**config.mk**
```make
export PLATFORM = sky130hd
export DESIGN_NAME = trail_collision_reader
export DESIGN_NICKNAME = d
export VERILOG_FILES = /design/src/rtl/trail_collision_reader.sv
export SDC_FILE = /design/constraint.sdc
export NUM_CORES = 1
export LEC_CHECK = 0
export CAP_MARGIN = 10
export CORE_AREA = 8 8 146 148
export CTS_CLUSTER_DIAMETER = 100
export DETAILED_ROUTE_END_ITERATION = 6
export DIE_AREA = 0 0 154 156
export HOLD_SLACK_MARGIN = 0.06
export PLACE_DENSITY = 0.57
export SLEW_MARGIN = 5
export SYNTH_ARGS = -nofsm -noshare
export SYNTH_HDL_FRONTEND = slang
export SYNTH_SLANG_ARGS = --single-unit
```
**constraint.sdc**
```tcl
create_clock -name Clk -period 7.5 [get_ports Clk]
set_clock_uncertainty 0.15 [all_clocks]
set_input_delay 1.5 -clock Clk [delete_from_list [all_inputs] [get_ports Clk]]
set_output_delay 1.5 -clock Clk [all_outputs]
set_load 0.01 [all_outputs]
```
**src/rtl/trail_collision_reader.sv**
```systemverilog
// trail_collision_reader
// Once per frame tick during play, works out each light cycle's next cell,
// reads that cell's frame-buffer word through a port shared with the trail
// writer, and reports sticky per-cycle collision flags.
module trail_collision_reader #(
   parameter int GRID_W      = 224,
   parameter int GRID_H      = 224,
   parameter int CELL_STRIDE = 2,
   parameter int ROW_STRIDE  = 1280,
   parameter int RD_LAT      = 2
) (
   input  logic        Clk,
   input  logic        Reset_n,
   input  logic        frame_clk,
   input  logic [2:0]  Game_State,
   input  logic [7:0]  Blue_X,
   input  logic [7:0]  Blue_Y,
   input  logic [7:0]  Red_X,
   input  logic [7:0]  Red_Y,
   input  logic [1:0]  Blue_dir,
   input  logic [1:0]  Red_dir,
   input  logic        mem_busy,
   output logic        rd_req,
   output logic [19:0] rd_addr,
   input  logic [15:0] rd_data,
   output logic        collision_blue,
   output logic        collision_red,
   output logic        check_done
);

   localparam logic [2:0] PLAY = 3'b010;

   typedef enum logic [2:0] {
      IDLE, CALC, REQ_B, WAIT_B, REQ_R, WAIT_R, RESOLVE
   } state_t;

   // Cell coordinates carry a sign bit so a step off the left/top edge is
   // visible as a negative value instead of wrapping to 255.
   typedef struct packed {
      logic signed [8:0] x;
      logic signed [8:0] y;
   } cell_t;

   function automatic cell_t head_cell(input logic [7:0] x, input logic [7:0] y);
      cell_t c;
      c.x = $signed({1'b0, x});
      c.y = $signed({1'b0, y});
      return c;
   endfunction

   function automatic cell_t look_ahead(input logic [7:0] x, input logic [7:0] y,
                                        input logic [1:0] dir);
      cell_t c;
      c = head_cell(x, y);
      case (dir)
         2'b00:   c.y = c.y - 9'sd1;
         2'b01:   c.y = c.y + 9'sd1;
         2'b10:   c.x = c.x - 9'sd1;
         default: c.x = c.x + 9'sd1;
      endcase
      return c;
   endfunction

   function automatic logic is_oob(input cell_t c);
      return c.x[8] || c.y[8] || (int'(c.x) >= GRID_W) || (int'(c.y) >= GRID_H);
   endfunction

   // Address is formed wider than the port and then truncated, so the
   // stride products can never overflow before the final cut.
   function automatic logic [19:0] cell_addr(input cell_t c);
      logic [23:0] full;
      full = 24'($unsigned(c.x)) * 24'(CELL_STRIDE)
           + 24'($unsigned(c.y)) * 24'(ROW_STRIDE);
      return full[19:0];
   endfunction

   state_t      state_q, state_d;
   logic        frame_q, frame_d;
   logic [2:0]  cnt_q, cnt_d;
   logic [19:0] addr_b_q, addr_b_d, addr_r_q, addr_r_d;
   logic        oob_b_q, oob_b_d, oob_r_q, oob_r_d;
   logic        head_on_q, head_on_d;
   logic        occ_b_q, occ_b_d, occ_r_q, occ_r_d;
   logic        col_b_q, col_b_d, col_r_q, col_r_d;
   logic        done_q, done_d;

   logic        playing, tick;
   cell_t       la_b, la_r, hd_b, hd_r;

   assign playing = (Game_State == PLAY);
   assign tick    = frame_clk & ~frame_q;
   assign la_b    = look_ahead(Blue_X, Blue_Y, Blue_dir);
   assign la_r    = look_ahead(Red_X, Red_Y, Red_dir);
   assign hd_b    = head_cell(Blue_X, Blue_Y);
   assign hd_r    = head_cell(Red_X, Red_Y);

   assign collision_blue = col_b_q;
   assign collision_red  = col_r_q;
   assign check_done     = done_q;

   // Next-state and request logic; leaving play overrides every state.
   always_comb begin
      // NOTE: every signal gets a default first so no path leaves it unassigned (no latch).
      state_d   = state_q;
      frame_d   = frame_clk;
      cnt_d     = cnt_q;
      addr_b_d  = addr_b_q;
      addr_r_d  = addr_r_q;
      oob_b_d   = oob_b_q;
      oob_r_d   = oob_r_q;
      head_on_d = head_on_q;
      occ_b_d   = occ_b_q;
      occ_r_d   = occ_r_q;
      col_b_d   = col_b_q;
      col_r_d   = col_r_q;
      done_d    = 1'b0;
      rd_req    = 1'b0;

      if (!playing) begin
         state_d = IDLE;
         col_b_d = 1'b0;
         col_r_d = 1'b0;
      end else begin
         case (state_q)
            IDLE: begin
               if (tick) state_d = CALC;
            end
            CALC: begin
               oob_b_d   = is_oob(la_b);
               oob_r_d   = is_oob(la_r);
               addr_b_d  = cell_addr(la_b);
               addr_r_d  = cell_addr(la_r);
               head_on_d = (la_b == la_r) || ((la_b == hd_r) && (la_r == hd_b));
               occ_b_d   = 1'b0;
               occ_r_d   = 1'b0;
               if (!is_oob(la_b))      state_d = REQ_B;
               else if (!is_oob(la_r)) state_d = REQ_R;
               else                    state_d = RESOLVE;
            end
            REQ_B: begin
               if (!mem_busy) begin
                  rd_req  = 1'b1;
                  cnt_d   = 3'(RD_LAT - 1);
                  state_d = WAIT_B;
               end
            end
            WAIT_B: begin
               if (cnt_q == 3'd0) begin
                  occ_b_d = |rd_data;
                  state_d = oob_r_q ? RESOLVE : REQ_R;
               end else begin
                  cnt_d = cnt_q - 3'd1;
               end
            end
            REQ_R: begin
               if (!mem_busy) begin
                  rd_req  = 1'b1;
                  cnt_d   = 3'(RD_LAT - 1);
                  state_d = WAIT_R;
               end
            end
            WAIT_R: begin
               if (cnt_q == 3'd0) begin
                  occ_r_d = |rd_data;
                  state_d = RESOLVE;
               end else begin
                  cnt_d = cnt_q - 3'd1;
               end
            end
            RESOLVE: begin
               col_b_d = col_b_q | oob_b_q | occ_b_q | head_on_q;
               col_r_d = col_r_q | oob_r_q | occ_r_q | head_on_q;
               done_d  = 1'b1;
               state_d = IDLE;
            end
            default: state_d = IDLE;
         endcase
      end
   end

   // Read address follows whichever cycle's read is in flight.
   always_comb begin
      rd_addr = 20'd0;
      case (state_q)
         REQ_B, WAIT_B: rd_addr = addr_b_q;
         REQ_R, WAIT_R: rd_addr = addr_r_q;
         default:       rd_addr = 20'd0;
      endcase
   end

   // State register; every flop clears asynchronously so reset is immediate.
   always_ff @(posedge Clk or negedge Reset_n) begin
      // NOTE: datapath registers are reset too, so stale addresses never leak after reset.
      if (!Reset_n) begin
         state_q   <= IDLE;
         frame_q   <= 1'b0;
         cnt_q     <= 3'd0;
         addr_b_q  <= 20'd0;
         addr_r_q  <= 20'd0;
         oob_b_q   <= 1'b0;
         oob_r_q   <= 1'b0;
         head_on_q <= 1'b0;
         occ_b_q   <= 1'b0;
         occ_r_q   <= 1'b0;
         col_b_q   <= 1'b0;
         col_r_q   <= 1'b0;
         done_q    <= 1'b0;
      end else begin
         // NOTE: non-blocking so every flop samples pre-edge values.
         state_q   <= state_d;
         frame_q   <= frame_d;
         cnt_q     <= cnt_d;
         addr_b_q  <= addr_b_d;
         addr_r_q  <= addr_r_d;
         oob_b_q   <= oob_b_d;
         oob_r_q   <= oob_r_d;
         head_on_q <= head_on_d;
         occ_b_q   <= occ_b_d;
         occ_r_q   <= occ_r_d;
         col_b_q   <= col_b_d;
         col_r_q   <= col_r_d;
         done_q    <= done_d;
      end
   end

endmodule

```
# ---- After elaboration in Yosys (flattened, before gate mapping)
# Cells that the tools add are included.
dict set report totals {
  ff_bits 55
  inputBits 59
  out_inout_bits 24
  elab_cells 119
}
dict set report op_classes {
  addsub 11
  multipliers 2
  order_cmp 4
  n_eq_ne 24
  n_mux 30
  bitwise_logic 8
  n_reduce_logical 27
}
# operator n
set op_table {}
lappend op_table {{$pmux W9 S2} 4}
lappend op_table {{$add A10 B20 Y20} 2}
lappend op_table {{$pmux W20 S2} 1}
lappend op_table {{$add A8 B1 Y9 const B} 4}
lappend op_table {{$eq A18 B17 Y1} 2}
lappend op_table {{$ge A9 B9 Y1 const B} 4}
lappend op_table {{$sub A8 B1 Y9 const B} 4}
lappend op_table {{$mux W3} 9}
lappend op_table {{$mul A9 B3 Y12 const B} 2}
lappend op_table {{$eq A18 B18 Y1} 1}
lappend op_table {{$pmux W3 S6} 1}
lappend op_table {{$reduce_or A16 Y1} 1}
lappend op_table {{$ne A3 B3 Y1 const B} 5}
lappend op_table {{$reduce_or A2 Y1} 6}
lappend op_table {{$mux W1} 10}
lappend op_table {{$eq A3 B2 Y1 const B} 3}
lappend op_table {{$eq A3 B3 Y1 const B} 3}
lappend op_table {{$ne A2 B2 Y1 const B} 4}
lappend op_table {{$logic_or A1 B1 Y1} 7}
lappend op_table {{$logic_not A3 Y1} 2}
lappend op_table {{$or A1 B1 Y1} 6}
lappend op_table {{$pmux W3 S2} 1}
lappend op_table {{$reduce_and A3 Y1} 2}
lappend op_table {{$reduce_bool A2 Y1} 3}
lappend op_table {{14 further kinds} 19}

# ---- Logic depth before layout (Yosys ltp)
# Gate-level depths: netlist (run 1).
dict set report logic_depth {
  depth_word 10
  depth_mapped 21
  ltp_nobuf 20
}

# ---- Worst setup path before layout (run 1)
# Ideal clock, no wire load.
dict set report synth_path {
  path_kind {input-to-reg}
  startpoint {in Red_dir[1]}
  endpoint {reg addr_r_q[18]}
  setup_time_ps 129
  arrival_time_ps 5422
  t_required_ps 7221
  setup_slack_ps 1799
  path_stages 18
  n_path_buf 2
  path_cell_list {buf_2 inv_2 buf_1 nand2_1 ha_1 nand2_1 o311ai_1 ha_1 ha_1 fa_1 a21o_1 a21oi_1 o21bai_1 a21oi_1 xor2_1 nor3_1 xnor2_1 o21ai_1}
}
dict set report synth_via {
  elab_chain_cells 4
  elab_cells_between_ends 8
  cone_classes {add/sub: 1; mul: 1; eq/ne: 2; mux: 2; reduce/logical: 2}
}
# item line_no
set synth_rtl {}
lappend synth_rtl {{from (decl)} 21} ;# input logic [1:0] Red_dir,
lappend synth_rtl {{$eq A2 B1 Y1 or $logic_not A2 Y1 (tied branches)} 55} ;# case (dir)
lappend synth_rtl {{$pmux W9 S2 or $reduce_or A2 Y1 (tied branches)} n/a}
lappend synth_rtl {{$mul A9 B3 Y12 or $pmux W9 S2 (tied branches)} {73, 55}}
lappend synth_rtl {{$add A10 B20 Y20 *} 73} ;# + 24'($unsigned(c.y)) * 24'(ROW_STRIDE);
lappend synth_rtl {{to (signal assigned)} 214} ;# addr_r_q <= addr_r_d;
lappend synth_rtl {{to (decl)} 80} ;# logic [19:0] addr_b_q, addr_b_d, addr_r_q, addr_r_d;
# Mark *: on every way between the ends. The rest lies on a longest branch, timed or not.
# A chain may end at the register's enable or synchronous reset.

# ---- Final worst setup path (run 1)
dict set report layout_path {
  startpoint {in Red_dir[1]}
  endpoint {reg addr_r_q[19]}
}
# The elaborated chain is that of the path after synthesis.

==> results of run 1 <==
layer usage:
metal  vias up  wire length (um)  part of all wire  track usage
li1       3050                 -                 -            -
met1      2825              9534              0.47       0.2140
met2       178              9303              0.46       0.2753
met3        25              1010             0.050      0.02548
met4         0               363             0.018      0.03266
met5         -                 0                 0            0
synth_stat cells, types with 7 or more instances:
cell	instances	area [um^2]
a21oi_1	44	220.2
mux2_2	16	180.2
o21ai_0	43	215.2
o21bai_1	7	52.55
nand4_1	10	62.56
a211oi_1	11	82.58
a21o_1	10	75.07
dfrtp_1	53	1326
buf_2	10	50.05
inv_1	32	120.1
o21ai_1	15	75.07
nor2_1	66	247.7
nand3_1	23	115.1
xor2_1	35	306.5
a22o_1	21	183.9
clkbuf_1	19	71.32
nor3_1	27	135.1
fa_1	8	160.2
mux2i_1	10	100.1
nor4_1	9	56.30
nand2b_1	7	43.79
nor2b_1	11	68.82
nand2_1	79	296.5
ha_1	54	675.7
xnor2_1	72	630.6
a31oi_1	8	50.05
state kept, by name, indices dropped and copies added, names as in the netlist:
register and cells:
addr_b_q 19, addr_r_q 19, cnt_q 3, state_q 3, check_done 1, collision_blue 1
collision_red 1, frame_q 1, head_on_q 1, occ_b_q 1, occ_r_q 1, oob_b_q 1
oob_r_q 1
worst max-delay path, stage by stage:
cell,delay [ns]
clkdlybuf4s50_1,0.44
inv_2,0.27
nand2_1,0.30
ha_1,0.46
nand2_1,0.07
o311ai_1,0.79
ha_1,0.37
ha_1,0.22
fa_1,0.40
a21o_1,0.17
a21oi_1,0.21
o21bai_1,0.09
a21oi_1,0.22
xor2_1,0.28
nor3_1,0.10
a21oi_1,0.16
o21ai_1,0.08
cell type report:
type	count	share of cell area
tap	238	0.03891
multi-input combinational	683	0.6359
timing repair buffer	88	0.1121
inverter	35	0.01717
clock buffer	7	0.01864
clock inverter	1	0.003923
sequential	53	0.1733
kinds of logic after synthesis:
family,Yosys count,synth area share
other,1,0.0005786
and+or+nand+nor,270,0.2033
adders and majority gates,62,0.1290
muxes,27,0.04556
AOI/OAI and AO/OA,216,0.2276
DFF,53,0.2046
buffers and inverters,70,0.04479
xor gates and xnor gates,107,0.1446
power groups by stage:
stage / combinational [uW] / clock [uW] / sequential [uW]
after floorplan: 492 / 0 / 333
after global placement: 669 / 0 / 343
after detailed placement: 671 / 0 / 344
after CTS: 675 / 272 / 338
after global routing: 746 / 283 / 342
final: 674 / 267 / 337
path summary, 6_finish.rpt:
kind | startpoint | to
hold / removal | addr_b_q[3]$_DFFE_PN0P_ | addr_b_q[3]$_DFFE_PN0P_
hold reg to reg | addr_b_q[3]$_DFFE_PN0P_ | addr_b_q[3]$_DFFE_PN0P_
max in group asynchronous | Reset_n | addr_r_q[10]$_DFFE_PN0P_
setup / recovery | Red_dir[1] | addr_r_q[19]$_DFFE_PN0P_
setup reg to reg | state_q[0]$_DFFE_PN0P_ | head_on_q$_DFFE_PN0P_
min in group asynchronous | Reset_n | collision_blue$_DFFE_PN0P_
stage by stage:
step           instance area, um^2  hold WS, ns    util
2_1_floorplan                 6481       0.2995       -
5_1_grt                       7654       0.3425  0.4011
6_report                      7654       0.3323  0.4011
3_5_place_dp                  7481       0.3213  0.3921
3_3_place_gp                  7481       0.3112  0.3921
4_1_cts                       7654       0.3367  0.4011
cell usage in the layout (no fill, tap or decap), types with 4 or more instances in the layout:
master           synthesis  layout
nor4_1                   9       9
o21ai_1                 15      15
buf_4                    2       7
clkdlybuf4s50_1          0      80
or3_1                    4       4
nor3_1                  27      27
xor2_1                  35      35
a21oi_1                 44      44
and2_1                   5       5
a211o_1                  4       4
nand3_1                 23      23
a221oi_1                 4       4
a22o_1                  21      21
mux2_2                  16      16
nor4b_1                  5       5
nand2b_1                 7       7
nand4_1                 10      10
o21a_1                   6       6
nand3b_1                 5       5
ha_1                    54      54
a31oi_1                  8       8
a211oi_1                11      11
nor2b_1                 11      11
dfrtp_1                 53      53
a21o_1                  10      10
nand2_1                 79      78
mux2i_1                 10      10
nor2_1                  66      66
fa_1                     8       8
o21bai_1                 7       7
o211ai_1                 6       6
o21ai_0                 43      43
and3_1                   4       4
clkbuf_16                0       5
xnor2_1                 72      72
inv_1                   32      32
==> impl_metrics.toml, run 1 <==
[status]
status = "finished, final reports clean"

[route]
num_vias = 6078
drcViolationCount = 0
drt_iter0_drc = 426
ant_nets = 0
routedWlPerCell_um = 18.29
firstDrtPassIters = 5
viasPerCell = 5.500
wl_mm = 20.21

[yosys]
ys_seq_elements = 53
post_synth.cell_area_avg_um2 = 8.041
synth_warnings = 0
syn_area_um2 = 6481
ys_types = 75
ys_seq_area_frac = 0.2046
synth_cells = 806
synth-edff-count = 0
ys_async_sr_fraction = 1.000
syn_nets = 927
synthFlopType = "dfrtp_1"

[min_path]
whs_path_depth = 2
hold_class = "reg2reg"

[cts]
cts_setup_buffers = 0
cts_buffers = 5
cts_tree = "yes"
insertion_delay_ns = 0.29
numClockSinks = 53
holdBufCountCts = 0
clockBufferDepth = 2
clk_pin_slew_worst_paths_ns = 0.07
cts_resized = 0
cts_max_level = 2
clockRootBuffer = "clkbuf_16"

[power]
power_uw = 1278
leakage_uw = 0.003118
comb_power_share = 0.527
pwr-share-clk = 0.209
swShare = 0.3966
max-vdd-ir-drop_mv = 0.1094
power.density_nw_per_um2 = 167.0
power.internal_uw = 770.9
power_frac_seq = 0.264
p_sw_uw = 506.8

[global_route]
grt_max_degree = 73
grt_pass1_vias = 5766
globalRouteTotalUtil = 0.1623
gr-total-overflow = 0
grt_pass1_wl_mm = 31.57
antenna_found_initial = 0

[cells_and_area]
stdcell_count = 1105
regArea_um2 = 1326
nFillCells = 1994
synthToLayoutAreaGrowth_pct = 18.09
drive_above_1_share = 0.05306
finalNetCount = 987
multi_input_area_um2 = 4867
diodes = 0

[timing]
maxSlewViolCount = 0
maxSlewHeadroom = 0.3261
setup_viol = 0
finalHoldViolCount = 0
rsz0062_at_grt = "no"
fin_setup_tns_ns = 0
tightestPinTransition_ns = 1.004
setup_ws_ns = 1.343
fmax_ghz = 0.1624
period_needed_ns = 6.157
fin_crit_sh = 0.8209

[critical_path]
critical_path_required_ns = 7.49
crit_path_end_kind = "flop"
reg2regPathDepth = 10
cp_max_fo = 18
path_class = "in2reg"
rrSetupSlack_ns = 4.10
crit_arrival_ns = 6.15
start_kind = "primary input"

[die]
die-area_um2 = 24020
die_h_um = 156
io-pin-count = 83
core_area_um2 = 19080
die_w_um = 154
rows = 51
initial_core_util = 0.3397

[placed_design]
dpl_worst_slack_ns = 1.015
dp_cells = 1097
dp_hpwl_mm = 16.40
portBuffers = 81
gp_congestion = 0.9038

[flow_run]
drv_cap = 0
No activity file was read; power rests on OpenSTA's default activity.
==> run 2, diff against run 1 <==
clock period = 6.3 ns   (was 7.5 ns; I/O delays follow)
==> impl_metrics.toml, run 2 (synthesized netlist as in run 1, its figures left out) <==
[status]
status = "finished, final reports clean"

[global_route]
globalRouteTotalUtil = 0.1672
grt_max_degree = 72
antenna_found_initial = 0
gr-total-overflow = 0
grt_pass1_vias = 5984
grt_pass1_wl_mm = 32.53

[cts]
cts_buffers = 5
cts_resized = 0
cts_max_level = 2
numClockSinks = 53
holdBufCountCts = 0
clockBufferDepth = 2
insertion_delay_ns = 0.29
cts_tree = "yes"
clk_pin_slew_worst_paths_ns = 0.07
cts_setup_buffers = 0
clockRootBuffer = "clkbuf_16"

[route]
drcViolationCount = 0
viasPerCell = 5.458
routedWlPerCell_um = 18.13
ant_nets = 0
wl_mm = 20.25
firstDrtPassIters = 5
num_vias = 6097
drt_iter0_drc = 526

[die]
die_h_um = 156
initial_core_util = 0.3397
core_area_um2 = 19080
die_w_um = 154
die-area_um2 = 24020
rows = 51
io-pin-count = 83

[timing]
fin_setup_tns_ns = 0
maxSlewHeadroom = 0.3816
period_needed_ns = 5.541
rsz0062_at_grt = "no"
finalHoldViolCount = 0
fmax_ghz = 0.1805
maxSlewViolCount = 0
tightestPinTransition_ns = 0.9197
fin_crit_sh = 0.8795
setup_viol = 0

[placed_design]
dp_cells = 1109
gp_congestion = 0.9423
dp_hpwl_mm = 16.57
portBuffers = 81

[critical_path]
crit_arrival_ns = 5.55
start_kind = "primary input"
crit_path_end_kind = "flop"
critical_path_required_ns = 6.30
critPathSlowestCell = "a311oi_1"
path_class = "in2reg"
slowest_delay_ns = 0.59
crit_chain = "clkdlybuf4s50_1, nand2_1, ha_1, nand3_1, o221ai_1, a2111oi_0, a311oi_1, xor2_1, ha_1, o21ai_0, a21oi_1, a211oi_1, nand3_1, nor3_1, xnor2_1, o21ai_1"
cp_max_fo = 9

[cells_and_area]
multi_input_area_um2 = 4867
drive_above_1_share = 0.06598
diodes = 0
finalNetCount = 999
nFillCells = 1955
synthToLayoutAreaGrowth_pct = 19.03
final_common_cell = "clkdlybuf4s50_1"
reg_top3 = "addr_b_q x19, addr_r_q x19"
regArea_um2 = 1326
layout_common_cells = "80 x clkdlybuf4s50_1, 78 x nand2_1, 72 x xnor2_1"
stdcell_count = 1117

[min_path]
hold_class = "reg2reg"

[power]
power.density_nw_per_um2 = 192.8
max-vdd-ir-drop_mv = 0.1203
leakage_uw = 0.003156

[flow_run]
drv_cap = 0
[run 2: power by group]
| group | total (uW) | leakage [uW] | switching, uW | internal, uW |
|---|---|---|---|---|
| registers | 400 | 0.000718 | 23.1 | 377 |
| logic | 822 | 0.00237 | 467 | 354 |
| clock network | 266 | 0.0000631 | 119 | 147 |
[run 2: routing by layer]
layer | vias up | track usage | share of wire
li1 | 3074 | - | -
met1 | 2791 | 0.2211 | 0.47
met2 | 195 | 0.2711 | 0.44
met3 | 37 | 0.03130 | 0.056
met4 | 0 | 0.05086 | 0.035
met5 | - | 0 | 0
[run 2: worst max-delay path, delay by kind of cell]
family          cells  cell delay [ns]
compound gates      7             1.79
xor+xnor            2             0.29
fa+ha+maj           2             0.84
buf+inv             1             0.54
simple gates        4             0.82
[run 2: per-stage QoR]
step	total power (uW)	worst slack, ns	hold WS [ns]	instance area (um^2)	util
floorplan	983.0	0.8387	0.2995	6481	-
global placement	1225	0.4583	0.3105	7571	0.3968
detailed placement	1229	0.4694	0.3214	7571	0.3968
CTS	1500	0.7640	0.3357	7715	0.4044
global route	1604	0.3132	0.3560	7715	0.4044
finish	1488	0.7590	0.3321	7715	0.4044
[run 2: path summary, 6_finish.rpt]
check	to	cells past startpoint	from	slack (ns)
hold reg to reg	addr_b_q[5]$_DFFE_PN0P_	2	addr_b_q[5]$_DFFE_PN0P_	0.33
max in group asynchronous	addr_b_q[5]$_DFFE_PN0P_	2	Reset_n	4.62
setup reg to reg	head_on_q$_DFFE_PN0P_	9	state_q[0]$_DFFE_PN0P_	3.33
hold / removal	addr_b_q[5]$_DFFE_PN0P_	2	addr_b_q[5]$_DFFE_PN0P_	0.33
min in group asynchronous	collision_red$_DFFE_PN0P_	2	Reset_n	0.94
setup / recovery	addr_r_q[18]$_DFFE_PN0P_	16	Red_dir[0]	0.76
[run 2: final cells by class]
cell class | instances | share of cell area
multi-input cells | 683 | 0.6309
flip-flops and latches | 53 | 0.1719
repair buffers | 100 | 0.1229
well taps | 238 | 0.03860
inverters | 35 | 0.01703
clock buffers | 6 | 0.01670
clock inverters | 2 | 0.001946
==> run 3, diff against run 2 <==
CORE_AREA = 2 2 116 118   (was 8 8 146 148)
DIE_AREA = 0 0 118 120   (was 0 0 154 156)
PLACE_DENSITY = 0.77   (was 0.57)
clock period = 5.53 ns   (was 6.3 ns; I/O delays follow)
==> impl_metrics.toml, run 3 (synthesized netlist as in run 1, its figures left out) <==
[placed_design]
gp_congestion = 0.9965
dp_cells = 1072
dp_hpwl_mm = 15.15
portBuffers = 81

[timing]
rsz0062_at_grt = "no"
finalHoldViolCount = 0
period_needed_ns = 5.154
hold_ws_ns = 0.3334
setup_viol = 0
fin_crit_sh = 0.9321
fin_setup_tns_ns = 0
maxSlewViolCount = 0
fmax_ghz = 0.1940
tightestPinTransition_ns = 0.6486
maxSlewHeadroom = 0.5676

[global_route]
antenna_found_initial = 0
globalRouteTotalUtil = 0.2624
gr-total-overflow = 0
grt_pass1_vias = 5878
grt_pass1_wl_mm = 30.01
grt_max_degree = 68

[critical_path]
path_class = "in2reg"
start_kind = "primary input"
cp_max_fo = 6
crit_arrival_ns = 5.18
critical_path_required_ns = 5.56
crit_path_end_kind = "flop"
reg2regPathDepth = 9

[power]
power.density_nw_per_um2 = 221.3
leakage_uw = 0.003294
power_uw = 1735
max-vdd-ir-drop_mv = 0.1102

[die]
rows = 42
die-area_um2 = 14160
core_area_um2 = 12980
die_w_um = 118
die_h_um = 120
initial_core_util = 0.4993
io-pin-count = 83

[route]
ant_nets = 0
firstDrtPassIters = 5
wl_mm = 18.69
routedWlPerCell_um = 17.31
drcViolationCount = 0
num_vias = 6314
drt_iter0_drc = 474
viasPerCell = 5.846

[cells_and_area]
synthToLayoutAreaGrowth_pct = 20.95
stdcell_count = 1080
final_common_cell = "clkdlybuf4s50_1"
fin_util = 0.6039
drive_above_1_share = 0.09292
finalNetCount = 1024
diodes = 0
layout_common_cells = "80 x clkdlybuf4s50_1, 78 x nand2_1, 72 x xnor2_1"
reg_top3 = "addr_b_q x19, addr_r_q x19"

[cts]
numClockSinks = 53
insertion_delay_ns = 0.29
clockBufferDepth = 2
clockRootBuffer = "clkbuf_16"
cts_max_level = 2
clk_pin_slew_worst_paths_ns = 0.07
cts_resized = 0
cts_setup_buffers = 0
holdBufCountCts = 0
cts_tree = "yes"
cts_buffers = 5

[min_path]
whs_path_depth = 2
hold_class = "reg2reg"

[flow_run]
drv_cap = 0

[status]
status = "finished, final reports clean"
## run 3: area by class of cell
type | count | area [um^2]
multi-input cells | 683 | 4867
inverters | 35 | 131.4
well taps | 176 | 220.2
clock inverters | 1 | 5.005
repair buffers | 125 | 1136
fillers | 1168 | 5141
clock buffers | 7 | 152.6
flip-flops and latches | 53 | 1326
## run 3: metrics by stage
stage,instance area (um^2),setup slack [ns]
2_1_floorplan,6481,0.2227
3_3_place_gp,7681,0.1994
3_5_place_dp,7681,0.07820
4_1_cts,7839,0.3771
5_1_grt,7839,0.03547
6_report,7839,0.3757
## run 3: critical path: stages
cell             delay [ns]
clkdlybuf4s50_1        0.50
inv_2                  0.05
nand2_1                0.18
inv_1                  0.09
fa_1                   0.41
nand3b_1               0.22
a21oi_1                0.31
o41ai_1                0.13
xnor2_1                0.36
xnor2_1                0.16
o21ai_0                0.11
ha_1                   0.37
o21ai_0                0.09
a21oi_1                0.08
a211oi_1               0.33
nand3_1                0.19
nor3_1                 0.26
xnor2_1                0.15
o21ai_1                0.07
## run 3: path summary, 6_finish.rpt
path	from	to	slack (ns)
worst max register to register	state_q[0]$_DFFE_PN0P_	head_on_q$_DFFE_PN0P_	2.50
worst min register to register	addr_r_q[12]$_DFFE_PN0P_	addr_r_q[12]$_DFFE_PN0P_	0.33
max in group asynchronous	Reset_n	addr_r_q[11]$_DFFE_PN0P_	4.02
worst max-delay path	Red_dir[1]	addr_r_q[18]$_DFFE_PN0P_	0.38
min in group asynchronous	Reset_n	collision_red$_DFFE_PN0P_	0.78
worst min-delay path	addr_r_q[12]$_DFFE_PN0P_	addr_r_q[12]$_DFFE_PN0P_	0.33
## run 3: routing by layer
metal	vias to the layer above	global-route usage	share of wire
met2	244	0.4411	0.47
met3	57	0.03755	0.063
met1	2897	0.3381	0.43
li1	3116	-	-
met5	-	0	0
met4	0	0.1107	0.041
## run 3: where the power goes
| group | leakage (uW) | internal, uW | switching [uW] |
|---|---|---|---|
| clock network | 0.0000799 | 192 | 134 |
| logic | 0.00250 | 424 | 530 |
| registers | 0.000718 | 430 | 26.6 |
| total | 0.00329 | 1040 | 690 |
